[src/rtl/data_mem_pkg.sv]
// ============================================================================
// Module      : data_mem_pkg
// Description : Shared constants for the data memory responder: MMIO page,
//               register offsets, STATUS bit positions, timer reset value.
// Revision    : 1.0 - initial release
// ============================================================================
`default_nettype none

package data_mem_pkg;

    localparam logic [23:0] c_mmio_page    = 24'hFFFFFF;

    localparam logic [7:0]  c_off_out      = 8'h00;
    localparam logic [7:0]  c_off_status   = 8'h04;
    localparam logic [7:0]  c_off_tcount   = 8'h08;
    localparam logic [7:0]  c_off_tcmp     = 8'h0C;
    localparam logic [7:0]  c_off_tflag    = 8'h10;

    localparam int          c_stat_ovf_bit   = 8;
    localparam int          c_stat_empty_bit = 4;
    localparam int          c_stat_full_bit  = 3;

    localparam logic [31:0] c_tcmp_reset   = 32'hFFFF_FFFF;

    typedef enum logic [1:0] {
        REGION_NONE = 2'd0,
        REGION_RAM  = 2'd1,
        REGION_MMIO = 2'd2
    } region_e;

endpackage

`default_nettype wire

[src/rtl/data_mem_responder_out_fifo.sv]
// ============================================================================
// Module      : out_fifo
// Description : Byte FIFO draining MMIO output writes to an external consumer.
// Revision    : 1.0 - initial release
// ============================================================================
`default_nettype none

module out_fifo #(
    parameter  int FIFO_DEPTH = 4,
    localparam int c_aw       = $clog2(FIFO_DEPTH)
) (
    input  logic          clk,
    input  logic          rst,
    input  logic          i_push,
    input  logic [7:0]    i_wdata,
    input  logic          i_pop,
    output logic [7:0]    o_rdata,
    output logic [c_aw:0] o_count,
    output logic          o_full,
    output logic          o_empty,
    output logic          o_ovf_attempt
);

    logic [7:0]      r_mem [FIFO_DEPTH];
    logic [c_aw-1:0] r_wr_ptr;
    logic [c_aw-1:0] r_rd_ptr;
    logic [c_aw:0]   r_count;

    logic w_pop_ok;
    logic w_push_ok;

    assign o_empty       = (r_count == '0);
    assign o_full        = (r_count == (c_aw+1)'(FIFO_DEPTH));
    assign w_pop_ok      = i_pop & ~o_empty;
    // A full FIFO still takes a byte if the head leaves on the same edge.
    assign w_push_ok     = i_push & (~o_full | w_pop_ok);
    assign o_ovf_attempt = i_push & ~w_push_ok;
    assign o_rdata       = r_mem[r_rd_ptr];
    assign o_count       = r_count;

    always_ff @(posedge clk) begin
        if (rst) begin
            r_wr_ptr <= '0;
            r_rd_ptr <= '0;
            r_count  <= '0;
            for (int i = 0; i < FIFO_DEPTH; i++) begin
                r_mem[i] <= 8'h00;
            end
        end else begin
            if (w_push_ok) begin
                r_mem[r_wr_ptr] <= i_wdata;
                r_wr_ptr        <= r_wr_ptr + c_aw'(1);
            end
            if (w_pop_ok) begin
                r_rd_ptr <= r_rd_ptr + c_aw'(1);
            end
            if (w_push_ok && !w_pop_ok) begin
                r_count <= r_count + (c_aw+1)'(1);
            end else if (w_pop_ok && !w_push_ok) begin
                r_count <= r_count - (c_aw+1)'(1);
            end
        end
    end

endmodule

`default_nettype wire

[src/rtl/data_mem_responder.sv]
// ============================================================================
// Module      : data_mem_responder
// Description : Data-port responder: word RAM, MMIO output FIFO, optional
//               cycle timer enabled by macro DATA_MEM_TIMER_EN.
// Revision    : 1.0 - initial release
// ============================================================================
`default_nettype none

module data_mem_responder
    import data_mem_pkg::*;
#(
    parameter int RAM_WORDS  = 64,
    parameter int FIFO_DEPTH = 4
) (
    input  logic        CLK,
    input  logic        reset,
    input  logic        MemWrite,
    input  logic [31:0] ALUResult,
    input  logic [31:0] WriteData,
    output logic [31:0] ReadData,
    output logic [7:0]  out_data,
    output logic        out_valid,
    input  logic        out_ready
);

    localparam int c_raw = $clog2(RAM_WORDS);
    localparam int c_cw  = $clog2(FIFO_DEPTH) + 1;

    logic [31:0] r_ram [RAM_WORDS];
    logic        r_ovf;

    region_e      w_region;
    logic [7:0]   w_off;
    logic [c_raw-1:0] w_ram_idx;
    logic         w_wr_mmio;
    logic         w_push;
    logic         w_ovf_clr;
    logic         w_ovf_attempt;
    logic         w_full;
    logic         w_empty;
    logic [c_cw-1:0] w_count;
    logic [31:0]  w_count_ext;
    logic [31:0]  w_status;
    logic [31:0]  w_tcount_rd;
    logic [31:0]  w_tcmp_rd;
    logic [31:0]  w_tflag_rd;
    logic         w_unused;

    always_comb begin
        w_region = REGION_NONE;
        if (ALUResult[31:8] == c_mmio_page) begin
            w_region = REGION_MMIO;
        end else if (ALUResult[31:2] < 30'(RAM_WORDS)) begin
            w_region = REGION_RAM;
        end
    end

    assign w_off     = ALUResult[7:0];
    assign w_ram_idx = ALUResult[c_raw+1:2];
    assign w_wr_mmio = MemWrite & (w_region == REGION_MMIO);
    assign w_push    = w_wr_mmio & (w_off == c_off_out);
    assign w_ovf_clr = w_wr_mmio & (w_off == c_off_status) & WriteData[c_stat_ovf_bit];

    // RAM contents survive reset by design.
    always_ff @(posedge CLK) begin
        if (MemWrite && (w_region == REGION_RAM)) begin
            r_ram[w_ram_idx] <= WriteData;
        end
    end

    out_fifo #(
        .FIFO_DEPTH (FIFO_DEPTH)
    ) u_out_fifo (
        .clk           (CLK),
        .rst           (reset),
        .i_push        (w_push),
        .i_wdata       (WriteData[7:0]),
        .i_pop         (out_ready),
        .o_rdata       (out_data),
        .o_count       (w_count),
        .o_full        (w_full),
        .o_empty       (w_empty),
        .o_ovf_attempt (w_ovf_attempt)
    );

    assign out_valid = ~w_empty;

    always_ff @(posedge CLK) begin
        if (reset) begin
            r_ovf <= 1'b0;
        end else if (w_ovf_attempt) begin
            r_ovf <= 1'b1;
        end else if (w_ovf_clr) begin
            r_ovf <= 1'b0;
        end
    end

    assign w_count_ext = 32'(w_count);
    always_comb begin
        w_status                   = '0;
        w_status[2:0]              = w_count_ext[2:0];
        w_status[c_stat_full_bit]  = w_full;
        w_status[c_stat_empty_bit] = w_empty;
        w_status[c_stat_ovf_bit]   = r_ovf;
    end

`ifdef DATA_MEM_TIMER_EN
    logic [31:0] r_tcount;
    logic [31:0] r_tcmp;
    logic        r_tflag;

    always_ff @(posedge CLK) begin
        if (reset) begin
            r_tcount <= '0;
            r_tcmp   <= c_tcmp_reset;
            r_tflag  <= 1'b0;
        end else begin
            if (w_wr_mmio && (w_off == c_off_tcount)) begin
                r_tcount <= WriteData;
            end else begin
                r_tcount <= r_tcount + 32'd1;
            end
            if (w_wr_mmio && (w_off == c_off_tcmp)) begin
                r_tcmp <= WriteData;
            end
            // Match on the pre-edge count; a match outranks a software clear.
            if (r_tcount == r_tcmp) begin
                r_tflag <= 1'b1;
            end else if (w_wr_mmio && (w_off == c_off_tflag) && WriteData[0]) begin
                r_tflag <= 1'b0;
            end
        end
    end

    assign w_tcount_rd = r_tcount;
    assign w_tcmp_rd   = r_tcmp;
    assign w_tflag_rd  = {31'b0, r_tflag};
`else
    assign w_tcount_rd = '0;
    assign w_tcmp_rd   = '0;
    assign w_tflag_rd  = '0;
`endif

    always_comb begin
        ReadData = '0;
        case (w_region)
            REGION_RAM: ReadData = r_ram[w_ram_idx];
            REGION_MMIO: begin
                case (w_off)
                    c_off_status: ReadData = w_status;
                    c_off_tcount: ReadData = w_tcount_rd;
                    c_off_tcmp:   ReadData = w_tcmp_rd;
                    c_off_tflag:  ReadData = w_tflag_rd;
                    default:      ReadData = '0;
                endcase
            end
            default: ReadData = '0;
        endcase
    end

    assign w_unused = ^{ALUResult[1:0], w_count_ext[31:3]};

endmodule

`default_nettype wire

[config.mk]
export PLATFORM = sky130hd
export DESIGN_NAME = data_mem_responder
export DESIGN_NICKNAME = d
export VERILOG_FILES = /design/src/rtl/data_mem_pkg.sv /design/src/rtl/data_mem_responder_out_fifo.sv /design/src/rtl/data_mem_responder.sv
export SDC_FILE = /design/constraint.sdc
export NUM_CORES = 2
export LEC_CHECK = 0
export ABC_AREA = 0
export CORE_ASPECT_RATIO = 1.5
export CORE_MARGIN = 3
export CORE_UTILIZATION = 35
export DETAILED_ROUTE_END_ITERATION = 12
export PLACE_DENSITY_LB_ADDON = 0.2
export SYNTH_ARGS = -nofsm -noshare
export SYNTH_HDL_FRONTEND = slang
export SYNTH_SLANG_ARGS = --single-unit
[constraint.sdc]
create_clock -name CLK -period 5.09 [get_ports CLK]
set_input_delay 0.7635 -clock CLK [delete_from_list [all_inputs] [get_ports CLK]]
set_output_delay 0.7635 -clock CLK [all_outputs]
set_load 0.05 [all_outputs]
==> reports/metrics.csv <==
metric;value;unit
status;finished, final reports clean;
clock buffer depth;4;
Post-synth top flop;edfxtp_1;
largest net degree at the start of global routing;69;
Setup TNS;0;ns
GRT overflow;0;
die area;0.236;sq mm
Avg Cell Area, Syn;23.2;sq um
Most Used Layer, Global Route;met2;
worst-path cell chain;clkdlybuf4s50_1, or3b_2, buf_4, o21ai_0, a2111oi_1, buf_4, buf_12;
Leakage;0.0290;uW
Net count, final;3930;
CTS Buf Count;196;
Async SR Flop Fraction;0;%
Seq cells post-synth;2090;
worst clock skew;0.0385;ns
met3 GRT Util;2.59;%
most frequent CP cell;buf_4;
setup violators final;0;
first-pass GRT wire length;331000;microns
Slew Limit Fails;0;
met1 usage in global routing;24.8;%
DIE HEIGHT;593;microns
synthesis warning total;0;
gr usage total;20.2;%
PwrDens;370;mW/mm^2
Mapped Area;0.0804;sq mm
num ports;109;
vias in the first global route;40186;
sequential area share after synthesis;77.9;%
slowest stage delay, CP;1.01;ns
Crit. End Element;output port;
Slew HR;12.5;%
Crit Path Category;input port to output port;
TritonCTS clock tree;built;
top cells by area in the synthesized netlist;edfxtp_1 78%, mux4_2 16%, mux2i_1 1.0%;
post-layout util;41.2;%
Vias/cell;5.48;
Routed WL;239000;microns
Critical Path Source Type;input port;
Post-synth EDFFs;2080;
wire per inst;34.0;microns
Synthesized Nets;3538;
Vias;38514;
slowest CP cell;a2111oi_1;
Filler Cells Inserted;19902;
worst hold path type;input port to flop;
HPWL after DPL;144000;microns
post-synth top area share;77.7;%
Core Region;0.228;sq mm
Max VDD drop;0.000276;V
Initial Utilization;35.3;%
highest clock rate;206;MHz
DRT iter0 DRCs;3669;
leading area contributor after synthesis;edfxtp_1;
post-synthesis cell count;3468;
Final Hold Violating Endpoints;0;
Max FO, Critical Path;12;
worst slew pin tran;1.31;ns
FF-to-FF Start;u_out_fifo.o_count[0];
crit path DAT;4.10;ns
clk slew on worst S/H paths;0.06;ns
DRC;0;
CTS sink cnt;2090;
initial antenna violation count;12;
post-layout min period;4.86;ns
chip width;397;microns
number of port buffers;108;
met2 Use GR;36.8;%
Min-Delay Startpoint;WriteData[6];
cts hold-fix bufs;0;
Core Rows;214;
period utilisation layout;95.6;%
H-tree levels;4;
drt first pass iters;5;
Root Driver;clkbuf_16;
worst setup path startpoint;ALUResult[7];
clock latency on the worst-skew pair;0.85;ns
RD Place Congestion;0.783;
layout cell share with drive strength beyond 1;31.3;%
Unique masters post-synth;65;
max-cap violations;0;
Routed Antenna Nets;0;
RSZ-0062 raised after global routing;no;
P&R area growth vs syn;16.5;%
Data required, critical path;4.33;ns
-- sequential cells by signal, indices dropped and copies added (netlist names), named ones only --
register,cells
u_out_fifo.r_rd_ptr,2
r_ovf,1
u_out_fifo.r_wr_ptr,2
u_out_fifo.r_mem,32
r_ram,2048
u_out_fifo.o_count,3
-- synthesized netlist by cell type, types with 4 or more instances --
cell type and instances:
a2111oi_0 17, a211oi_1 5, a21oi_1 10, a221o_1 7
a32o_1 6, a32oi_1 22, and2_1 38, and3_1 4
buf_1 13, buf_2 73, buf_4 27, buf_6 36
clkbuf_1 36, dfxtp_1 10, edfxtp_1 2080, inv_1 6
mux2_2 6, mux2i_1 80, mux4_2 566, nand2_1 106
nand2b_1 5, nand3_1 23, nand4_1 12, nor2_1 145
nor3_1 7, nor4_1 10, o21ai_0 26, o22ai_1 27
or3_1 5, xor2_1 4
-- area by class of cell --
cell class | count | area (sq um) | area share [%]
repair buffers | 379 | 4160 | 4.44
well taps | 3024 | 3780 | 4.04
flip-flops and latches | 2090 | 62700 | 66.9
multi-input cells | 1184 | 17100 | 18.3
clock buffers | 233 | 5130 | 5.47
diodes | 3 | 7.51 | 0.00801
clock inverters | 106 | 808 | 0.863
inverters | 9 | 48.8 | 0.0521
-- metal layers --
layer / wire, microns / vias to the layer above
met1: 91600 / 21455
li1: - / 15583
met3: 10900 / 321
met4: 8290 / 10
met5: 69 / -
met2: 128000 / 1145
-- report_power, final --
part           total, uW  internal, uW  switching (uW)
registers          18900         18900            2.21
logic               1690           624            1070
clock network      14000          7720            6300
-- cells by family after synthesis --
family / share of synthesized area (%)
buffers and inverters: 1.49
adder cells (fa/ha/maj): 0.0404
flip-flops: 77.9
multiplexers: 16.9
AND/OR/NAND/NOR: 2.20
AO/OA/AOI/OAI: 1.38
XOR/XNOR: 0.0544
-- final timing paths --
check,end,slack [ns],depth (start not counted)
min,r_ram[59][6],0.36,1
max,ReadData[7],0.23,7
max reg2reg,u_out_fifo.o_count[2],2.73,9
min reg2reg,r_ovf,0.52,2
-- through the flow --
stage	area (sq um)	std cells	hold WS (ns)	setup WS, ns	total power [uW]
floorplan	80400	3468	0.453	0.547	20200
global placement	87700	6686	0.489	0.131	21000
detailed placement	87700	6686	0.501	0.102	21000
CTS	93700	7025	0.299	0.0864	35000
global route	93700	7026	0.341	0.0820	35700
finish	93700	7028	0.364	0.226	34600
-- repair_timing --
action	in CTS	in global routing
gates resized for setup	0	1
setup buffers	0	0
endpoints found under the setup margin	0	1
-- critical path: cells and delay by family --
kind | cells | cell delay [ns]
AO/OA/AOI/OAI | 2 | 1.16
buffers and inverters | 4 | 1.43
AND/OR/NAND/NOR | 1 | 0.72
-- layout by cell type, fill, tap and decap left out, types with 11 or more instances in the layout --
cell type        instances
clkinv_1                47
a32oi_1                 22
o22ai_1                 27
buf_12                 102
buf_4                  201
a2111oi_1               13
clkbuf_16              200
nand2_1                106
mux2i_1                 80
edfxtp_1              2080
clkinv_2                39
o21ai_0                 26
nor2_4                  64
and2_1                  38
mux4_2                 566
nor2_1                  79
clkbuf_1                33
clkdlybuf4s50_1         40
buf_2                   33
nand3_1                 23
nand4_1                 12
bufinv_16               11
Power figures use the tool's default switching activity.
